==> src/rtl/max_finder.sv <==
// Argmax classifier: captures a layer's parallel outputs on a strobe, then scans
// them one per cycle and reports the index/value of the largest signed output.
module max_finder #(
   parameter int NEURON_NUM = 10,
   parameter int DATA_WIDTH = 16,
   parameter int IDX_WIDTH  = 4
) (
   input  logic                             clk,
   input  logic                             rst_n,
   input  logic [NEURON_NUM*DATA_WIDTH-1:0] layer_in,
   input  logic [NEURON_NUM-1:0]            layer_in_valid,
   output logic [IDX_WIDTH-1:0]             max_idx,
   output logic [DATA_WIDTH-1:0]            max_val,
   output logic                             out_valid,
   output logic                             busy,
   output logic                             overrun
);

   typedef enum logic {IDLE, SCAN} state_t;

   state_t                state_q, state_d;
   logic [DATA_WIDTH-1:0] buf_q [NEURON_NUM];
   logic [DATA_WIDTH-1:0] buf_d [NEURON_NUM];
   logic [DATA_WIDTH-1:0] run_max_q, run_max_d;
   logic [IDX_WIDTH-1:0]  run_idx_q, run_idx_d;
   logic [IDX_WIDTH-1:0]  cnt_q, cnt_d;
   logic [IDX_WIDTH-1:0]  max_idx_q, max_idx_d;
   logic [DATA_WIDTH-1:0] max_val_q, max_val_d;
   logic                  out_valid_q, out_valid_d;
   logic                  busy_q, busy_d;
   logic                  overrun_q, overrun_d;

   logic [DATA_WIDTH-1:0] cand;
   logic                  cand_gt;
   logic                  last;

   // Only bit 0 strobes capture; the other neurons are timing-identical.
   logic unused_valid_bits;
   assign unused_valid_bits = ^layer_in_valid[NEURON_NUM-1:1];

   assign cand    = buf_q[cnt_q];
   assign cand_gt = $signed(cand) > $signed(run_max_q);
   assign last    = (cnt_q == IDX_WIDTH'(NEURON_NUM - 1));

   always_comb begin
      // NOTE: every signal gets a default before the case so no latch is inferred.
      state_d     = state_q;
      buf_d       = buf_q;
      run_max_d   = run_max_q;
      run_idx_d   = run_idx_q;
      cnt_d       = cnt_q;
      max_idx_d   = max_idx_q;
      max_val_d   = max_val_q;
      busy_d      = busy_q;
      out_valid_d = 1'b0;
      overrun_d   = 1'b0;

      case (state_q)
         IDLE: begin
            if (layer_in_valid[0]) begin
               for (int i = 0; i < NEURON_NUM; i++) begin
                  buf_d[i] = layer_in[i*DATA_WIDTH +: DATA_WIDTH];
               end
               run_max_d = layer_in[DATA_WIDTH-1:0];
               run_idx_d = '0;
               cnt_d     = IDX_WIDTH'(1);
               busy_d    = 1'b1;
               state_d   = SCAN;
            end
         end
         SCAN: begin
            overrun_d = layer_in_valid[0];
            // Strictly greater keeps the lowest index on ties.
            if (cand_gt) begin
               run_max_d = cand;
               run_idx_d = cnt_q;
            end
            if (last) begin
               max_val_d   = cand_gt ? cand  : run_max_q;
               max_idx_d   = cand_gt ? cnt_q : run_idx_q;
               out_valid_d = 1'b1;
               busy_d      = 1'b0;
               cnt_d       = '0;
               state_d     = IDLE;
            end else begin
               cnt_d = cnt_q + IDX_WIDTH'(1);
            end
         end
         default: state_d = IDLE;
      endcase
   end

   always_ff @(posedge clk) begin
      if (!rst_n) begin
         state_q     <= IDLE;
         // NOTE: the capture buffer is reset explicitly so a reset leaves no stale frame.
         for (int i = 0; i < NEURON_NUM; i++) begin
            buf_q[i] <= '0;
         end
         run_max_q   <= '0;
         run_idx_q   <= '0;
         cnt_q       <= '0;
         max_idx_q   <= '0;
         max_val_q   <= '0;
         out_valid_q <= 1'b0;
         busy_q      <= 1'b0;
         overrun_q   <= 1'b0;
      end else begin
         // NOTE: non-blocking assignments so all flops update from pre-edge values.
         state_q     <= state_d;
         buf_q       <= buf_d;
         run_max_q   <= run_max_d;
         run_idx_q   <= run_idx_d;
         cnt_q       <= cnt_d;
         max_idx_q   <= max_idx_d;
         max_val_q   <= max_val_d;
         out_valid_q <= out_valid_d;
         busy_q      <= busy_d;
         overrun_q   <= overrun_d;
      end
   end

   assign max_idx   = max_idx_q;
   assign max_val   = max_val_q;
   assign out_valid = out_valid_q;
   assign busy      = busy_q;
   assign overrun   = overrun_q;

endmodule

==> config.mk <==
export PLATFORM = sky130hd
export DESIGN_NAME = max_finder
export DESIGN_NICKNAME = d
export VERILOG_FILES = /design/src/rtl/max_finder.sv
export SDC_FILE = /design/constraint.sdc
export NUM_CORES = 1
export LEC_CHECK = 0
export CORE_ASPECT_RATIO = 0.8
export CORE_MARGIN = 3
export CORE_UTILIZATION = 52
export CTS_CLUSTER_DIAMETER = 50
export DETAILED_ROUTE_END_ITERATION = 8
export PLACE_DENSITY = 0.81
export SLEW_MARGIN = 20
export SYNTH_ARGS = -nofsm -noshare
export SYNTH_HDL_FRONTEND = slang
export SYNTH_SLANG_ARGS = --single-unit
==> constraint.sdc <==
create_clock -name clk -period 4.3 [get_ports clk]
set_input_delay 0.43 -clock clk [delete_from_list [all_inputs] [get_ports clk]]
set_output_delay 0.43 -clock clk [all_outputs]
set_load 0.02 [all_outputs]
### Word level (Yosys, flattened, before mapping)

Index checks and enable logic that the tools add are counted.

| word-level totals | value |
|---|---|
| register bits after elaboration | 208 |
| bits in latches | 0 |
| RAM bits | 0 |
| bits in read-only memories | 0 |
| input bits | 172 |
| memories kept | 0 |

| operators by class | value |
|---|---|
| add/sub/neg operators | 1 |
| multiply operators | 0 |
| divide/modulo/power cells | 0 |
| order comparisons | 2 |
| equality and inequality tests | 3 |
| shift-type cells | 0 |
| multiplexer cells | 19 |
| bitwise operators | 2 |
| reduce and logical (&&, ||, !) cells | 4 |

Operator list:

| cell | count |
|---|---|
| binary-select mux 16 bit (select 4 bit) | 1 |
| two-way mux 16 bit | 4 |
| one-hot mux 16 bit (2 select lines) | 1 |
| greater-than comparator 16 bit | 1 |
| two-way mux 4 bit | 4 |
| one-hot mux 4 bit (2 select lines) | 2 |
| AND reduction 2 bit | 4 |
| greater-or-equal comparator 5 bit (second input constant) | 1 |
| two-way mux 1 bit | 5 |
| inverter 4 -> 5 bit | 1 |
| adder 4 x 1 -> 4 bit (second input constant) | 1 |
| == test 4 bit (second input constant) | 1 |
| one-hot mux 1 bit (2 select lines) | 2 |
| != test 2 x 1 -> 1 bit (second input constant) | 1 |
| != test 2 bit (second input constant) | 1 |
| inverter 1 bit | 1 |

### Depth between registers and ports, before layout

| logic depth | value |
|---|---|
| depth after elaboration | 7 |
| mapped depth | 15 |

### Worst setup path before layout

OpenSTA, ideal clock, no wires.

| path | value |
|---|---|
| kind | register to register |
| start point | register cnt_q[0] |
| end point | register run_max_q[10] |
| setup time | 0.091 ns |
| arrival time | 3.200 ns |
| required time | 4.209 ns |
| slack | 1.009 ns |
| cell stages (with the launch flop) | 15 |
| path buffers | 3 |
| clock period less this slack | 3.291 ns |
| cells stage by stage | dfxtp_1 > buf_6 > buf_12 > mux4_2 > a22o_1 > a21oi_2 > inv_2 > ha_1 > nand3_1 > or2_1 > nor3_2 > a211oi_4 > buf_2 > o211a_1 > a311oi_1 |

| on the way | value |
|---|---|
| word-level cells in the longest chain between the ends | 7 |

Ends and longest elaborated chain:

| element | line | text |
|---|---|---|
| start, declared | 26 | `logic [IDX_WIDTH-1:0] cnt_q, cnt_d;` |
| start signal, assigned | 114 | `cnt_q <= cnt_d;` |
| inverter 4 -> 5 bit (not written as such) (*) | 41 | `assign cand = buf_q[cnt_q];` |
| binary-select mux 16 bit (select 4 bit) (*) | 41 |  |
| two-way mux 16 bit (not written as such) (*) (2 in a row) | 41 |  |
| greater-than comparator 16 bit | 42 | `assign cand_gt = $signed(cand) > $signed(run_max_q);` |
| two-way mux 16 bit (*) | 74 | `if (cand_gt) begin` |
| one-hot mux 16 bit (2 select lines) (*) | 58 | `case (state_q)` |
| end signal, assigned | 112 | `run_max_q <= run_max_d;` |
| end, declared | 24 | `logic [DATA_WIDTH-1:0] run_max_q, run_max_d;` |

Mark *: on every way between the ends. The rest lies on a longest branch, timed or not. The select of a mux whose other input is x is not followed.
A chain may end at the register's enable or synchronous reset.

### Worst setup path in the final report

| path | value |
|---|---|
| start point | register cnt_q[1] |
| end point | register run_max_q[7] |

Same word-level chain as after synthesis.

==> results.sh <==
export IMPL_postLayoutCellArea_um2=12360
export IMPL_fillCellCount=1372
export IMPL_reg2reg_slack_ns=0.36
export IMPL_drtAntennaViolNets=0
export IMPL_hold_class="reg2reg"
export IMPL_fmax_mhz=254.0
export IMPL_slew_viol_final=0
export IMPL_ys_ff_latch=208
export IMPL_timing_rr_start="cnt_q[1]$_SDFFE_PN0P_"
export IMPL_grtUsageTotal_pct=26.78
export IMPL_finalCriticalPeriod_ns=3.937
export IMPL_nNetsFinal=1478
export IMPL_cts_tree="done"
export IMPL_max_slew_margin_pct=42.21
export IMPL_worst_r2r_cell_count=12
export IMPL_htreeDepth=1
export IMPL_cp_depth=12
export IMPL_cts_hold_buffers=0
export IMPL_arrival_ns=4.35
export IMPL_critPathLaunchType="register"
export IMPL_cellPowerDensity_nw_per_um2=418.3
export IMPL_cts_clk_slew_worst_paths_ns=0.06
export IMPL_overflow=0
export IMPL_slowest_stage="dfxtp_2"
export IMPL_avgSynthCellArea_um2=8.342
export IMPL_hold_start="max_val[12]$_SDFFE_PN0P_"
export IMPL_power_mw=5.170
export IMPL_drive_gt1_share_pct=10.51
export IMPL_timing_final_crit_share_pct=91.56
export IMPL_chipWidth_um=157.7
export IMPL_num_antenna_cells=0
export IMPL_grt_pass1_wl_mm=43.03
export IMPL_wirelength_mm=27.50
export IMPL_syn2layout_area_growth_pct=29.06
export IMPL_path_buf_inv=3
export IMPL_clk_latency_ns=0.52
export IMPL_globalplace_congestion=0.9489
export IMPL_ios=195
export IMPL_netlist_area_um2=9577
export IMPL_synth_enable_flop_cells=0
export IMPL_ys_seq_area_share_pct=43.48
export IMPL_initial_core_util_pct=54.10
export IMPL_p_leak_nw=4.910
export IMPL_cts_resized=0
export IMPL_crit_fanout=33
export IMPL_worst_slew_pin_slew_ns=0.8669
export IMPL_wl_per_cell_um=17.98
export IMPL_dieArea_um2=20090
export IMPL_top_usage_layer="met2"
export IMPL_place_ws_ns=0.3935
export IMPL_criticalPathCategory="reg2reg"
export IMPL_antenna_found_initial=0
export IMPL_met2_usage_pct=40.54
export IMPL_rr_endpoint="run_max_q[7]$_SDFFE_PN0P_"
export IMPL_dr_total_vias=8833
export IMPL_drt_iter0_drc=940
export IMPL_endpoint_kind="register"
export IMPL_clock_root_buffer="clkbuf_16"
export IMPL_crit_family="compound AO/OA/AOI/OAI gates"
export IMPL_vias_per_cell=5.777
export IMPL_io_buffers=185
export IMPL_die_h_um=127.4
export IMPL_finalSetupViolations=0
export IMPL_hold_viol_final=0
export IMPL_status="completed"
export IMPL_syn_nets=1338
export IMPL_dr_pass1_iters=5
export IMPL_yosys_warnings=0
export IMPL_synth_flop_cell="dfxtp_1"
export IMPL_irDropWorstVdd_uv=231.4
export IMPL_dp_hpwl_mm=18.96
export IMPL_hold_depth=2
export IMPL_cts_sinks=208
export IMPL_whs_ns=0.4420
export IMPL_synthCells=1148
export IMPL_grt_max_degree=144
export IMPL_synth_cell_types=46
export IMPL_post_cts_buffers=0
export IMPL_async_reset_ff_share_pct=0
export IMPL_use_met3_pct=3.894
export IMPL_place_area_um2=11540
export IMPL_final_setup_skew_ns=0.02071
export IMPL_cp_required_ns=4.71
export IMPL_maxCapViolCount=0
export IMPL_setup_slack_ns=0.3627
export IMPL_slowest_delay_ns=0.90
export IMPL_crit_path_cell_trace="mux4_1 > a22o_1 > a21oi_2 > inv_2 > ha_1 > nand3_1 > nor4_4 > a21oi_1 > inv_1 > buf_4 > o211a_1 > a311oi_1"
export IMPL_placementRows=43
export IMPL_grt_pass1_vias=8172
export IMPL_cts_made_buffers=22
export IMPL_cts_buffer_depth=3
export IMPL_design_core_area_um2=17700
export IMPL_met1_usage_pct=40.22
export IMPL_rsz0062_at_grt="no"
export IMPL_min_to="max_val[12]$_SDFFE_PN0P_"
export IMPL_setup_tns_ns=0
export IMPL_drc_errors=0
tightest hold or removal path, delay by kind of cell (launching register included):
kind             cells  cell delay [ns]
flip-flops           1             0.31
AND/OR/NAND/NOR      1             0.05
AO/OA/AOI/OAI        1             0.05
placed cells by master, fill, tap and decap left out, types with 18 or more instances in the layout:
cell,count
clkbuf_16,22
a21oi_1,190
buf_4,24
inv_1,20
nand2_1,366
ha_1,18
o21ai_0,33
o21ai_1,19
clkdlybuf4s50_1,185
dfxtp_1,206
mux4_2,18
cells in the mapped netlist, types with 2 or more instances:
cell type / number / area, µm²
nand2_1: 366 / 1374
dfxtp_1: 208 / 4164
a21oi_1: 190 / 950.9
clkbuf_1: 79 / 296.5
o21ai_0: 33 / 165.2
inv_1: 20 / 75.07
o21ai_1: 19 / 95.09
ha_1: 18 / 225.2
mux4_2: 18 / 405.4
a21oi_2: 16 / 140.1
a22o_1: 16 / 140.1
a311oi_1: 16 / 140.1
o211a_1: 15 / 150.1
o31ai_1: 15 / 112.6
inv_2: 14 / 52.55
mux2_2: 14 / 157.7
mux4_1: 14 / 367.9
buf_2: 11 / 55.05
nand3_1: 9 / 45.04
nor2_1: 8 / 30.03
o211ai_1: 7 / 52.55
nor2b_1: 6 / 37.54
a21o_1: 3 / 22.52
mux2_1: 3 / 33.78
nand4_1: 3 / 18.77
a31oi_1: 2 / 12.51
buf_1: 2 / 7.510
buf_12: 2 / 40.04
buf_6: 2 / 22.52
nand2b_1: 2 / 12.51
or2_1: 2 / 12.51
state kept, by name, summed over array words and instances (netlist names):
name / cells
buf_q: 160
busy: 1
cnt_q: 4
max_idx: 4
max_val: 16
out_valid: 1
overrun: 1
run_idx_q: 4
run_max_q: 16
state_q: 1
metal layers:
| layer | wire [µm] | vias up | part of all wire, % |
|---|---|---|---|
| met5 | 0 | - | 0 |
| met4 | 750 | 0 | 2.7 |
| met3 | 2407 | 53 | 8.8 |
| met2 | 12440 | 413 | 45 |
| met1 | 11900 | 4125 | 43 |
| li1 | - | 4242 | - |
cell families after synthesis:
family,count (synthesis),share of synthesized area (%)
adder cells (fa/ha/maj),18,2.352
AND/OR/NAND/NOR,405,16.96
flip-flops,208,43.48
multiplexers,49,10.07
buffers and inverters,131,5.814
AO/OA/AOI/OAI,337,21.32
cell type report:
class / instances / area (µm²) / share of cell area (%)
timing repair buffer: 213 / 2103 / 17.02
tap: 225 / 281.5 / 2.278
multi-input combinational: 809 / 4871 / 39.41
clock buffer: 31 / 644.4 / 5.214
clock inverter: 9 / 162.7 / 1.316
sequential: 208 / 4167 / 33.71
inverter: 34 / 130.1 / 1.053
metrics by stage:
stage               cells  utilization (%)
floorplan            1148                -
global placement     1488            65.20
detailed placement   1488            65.20
CTS                  1528            69.76
global route         1529            69.82
finish               1529            69.82
worst max path at each step:
stage | startpoint | slack, ns | end
6_report | cnt_q[1]$_SDFFE_PN0P_ | 0.36 | run_max_q[7]$_SDFFE_PN0P_
5_1_grt | cnt_q[1]$_SDFFE_PN0P_ | 0.07 | run_max_q[7]$_SDFFE_PN0P_
4_1_cts | cnt_q[1]$_SDFFE_PN0P_ | 0.36 | run_max_q[7]$_SDFFE_PN0P_
3_5_place_dp | cnt_q[1]$_SDFFE_PN0P_ | 0.39 | run_max_q[7]$_SDFFE_PN0P_
3_3_place_gp | cnt_q[1]$_SDFFE_PN0P_ | 0.48 | max_val[2]$_SDFFE_PN0P_
2_1_floorplan | cnt_q[0]$_SDFFE_PN0P_ | 1.01 | run_max_q[10]$_SDFFE_PN0P_
power breakdown:
part           internal, mW  leakage [nW]  total (mW)  switching (mW)
Clock                  1.29         0.399        2.09           0.796
Combinational         0.430          2.81       0.968           0.537
Sequential             2.04          1.71        2.11          0.0719
Note: power is estimated with default switching activity, not from simulation.
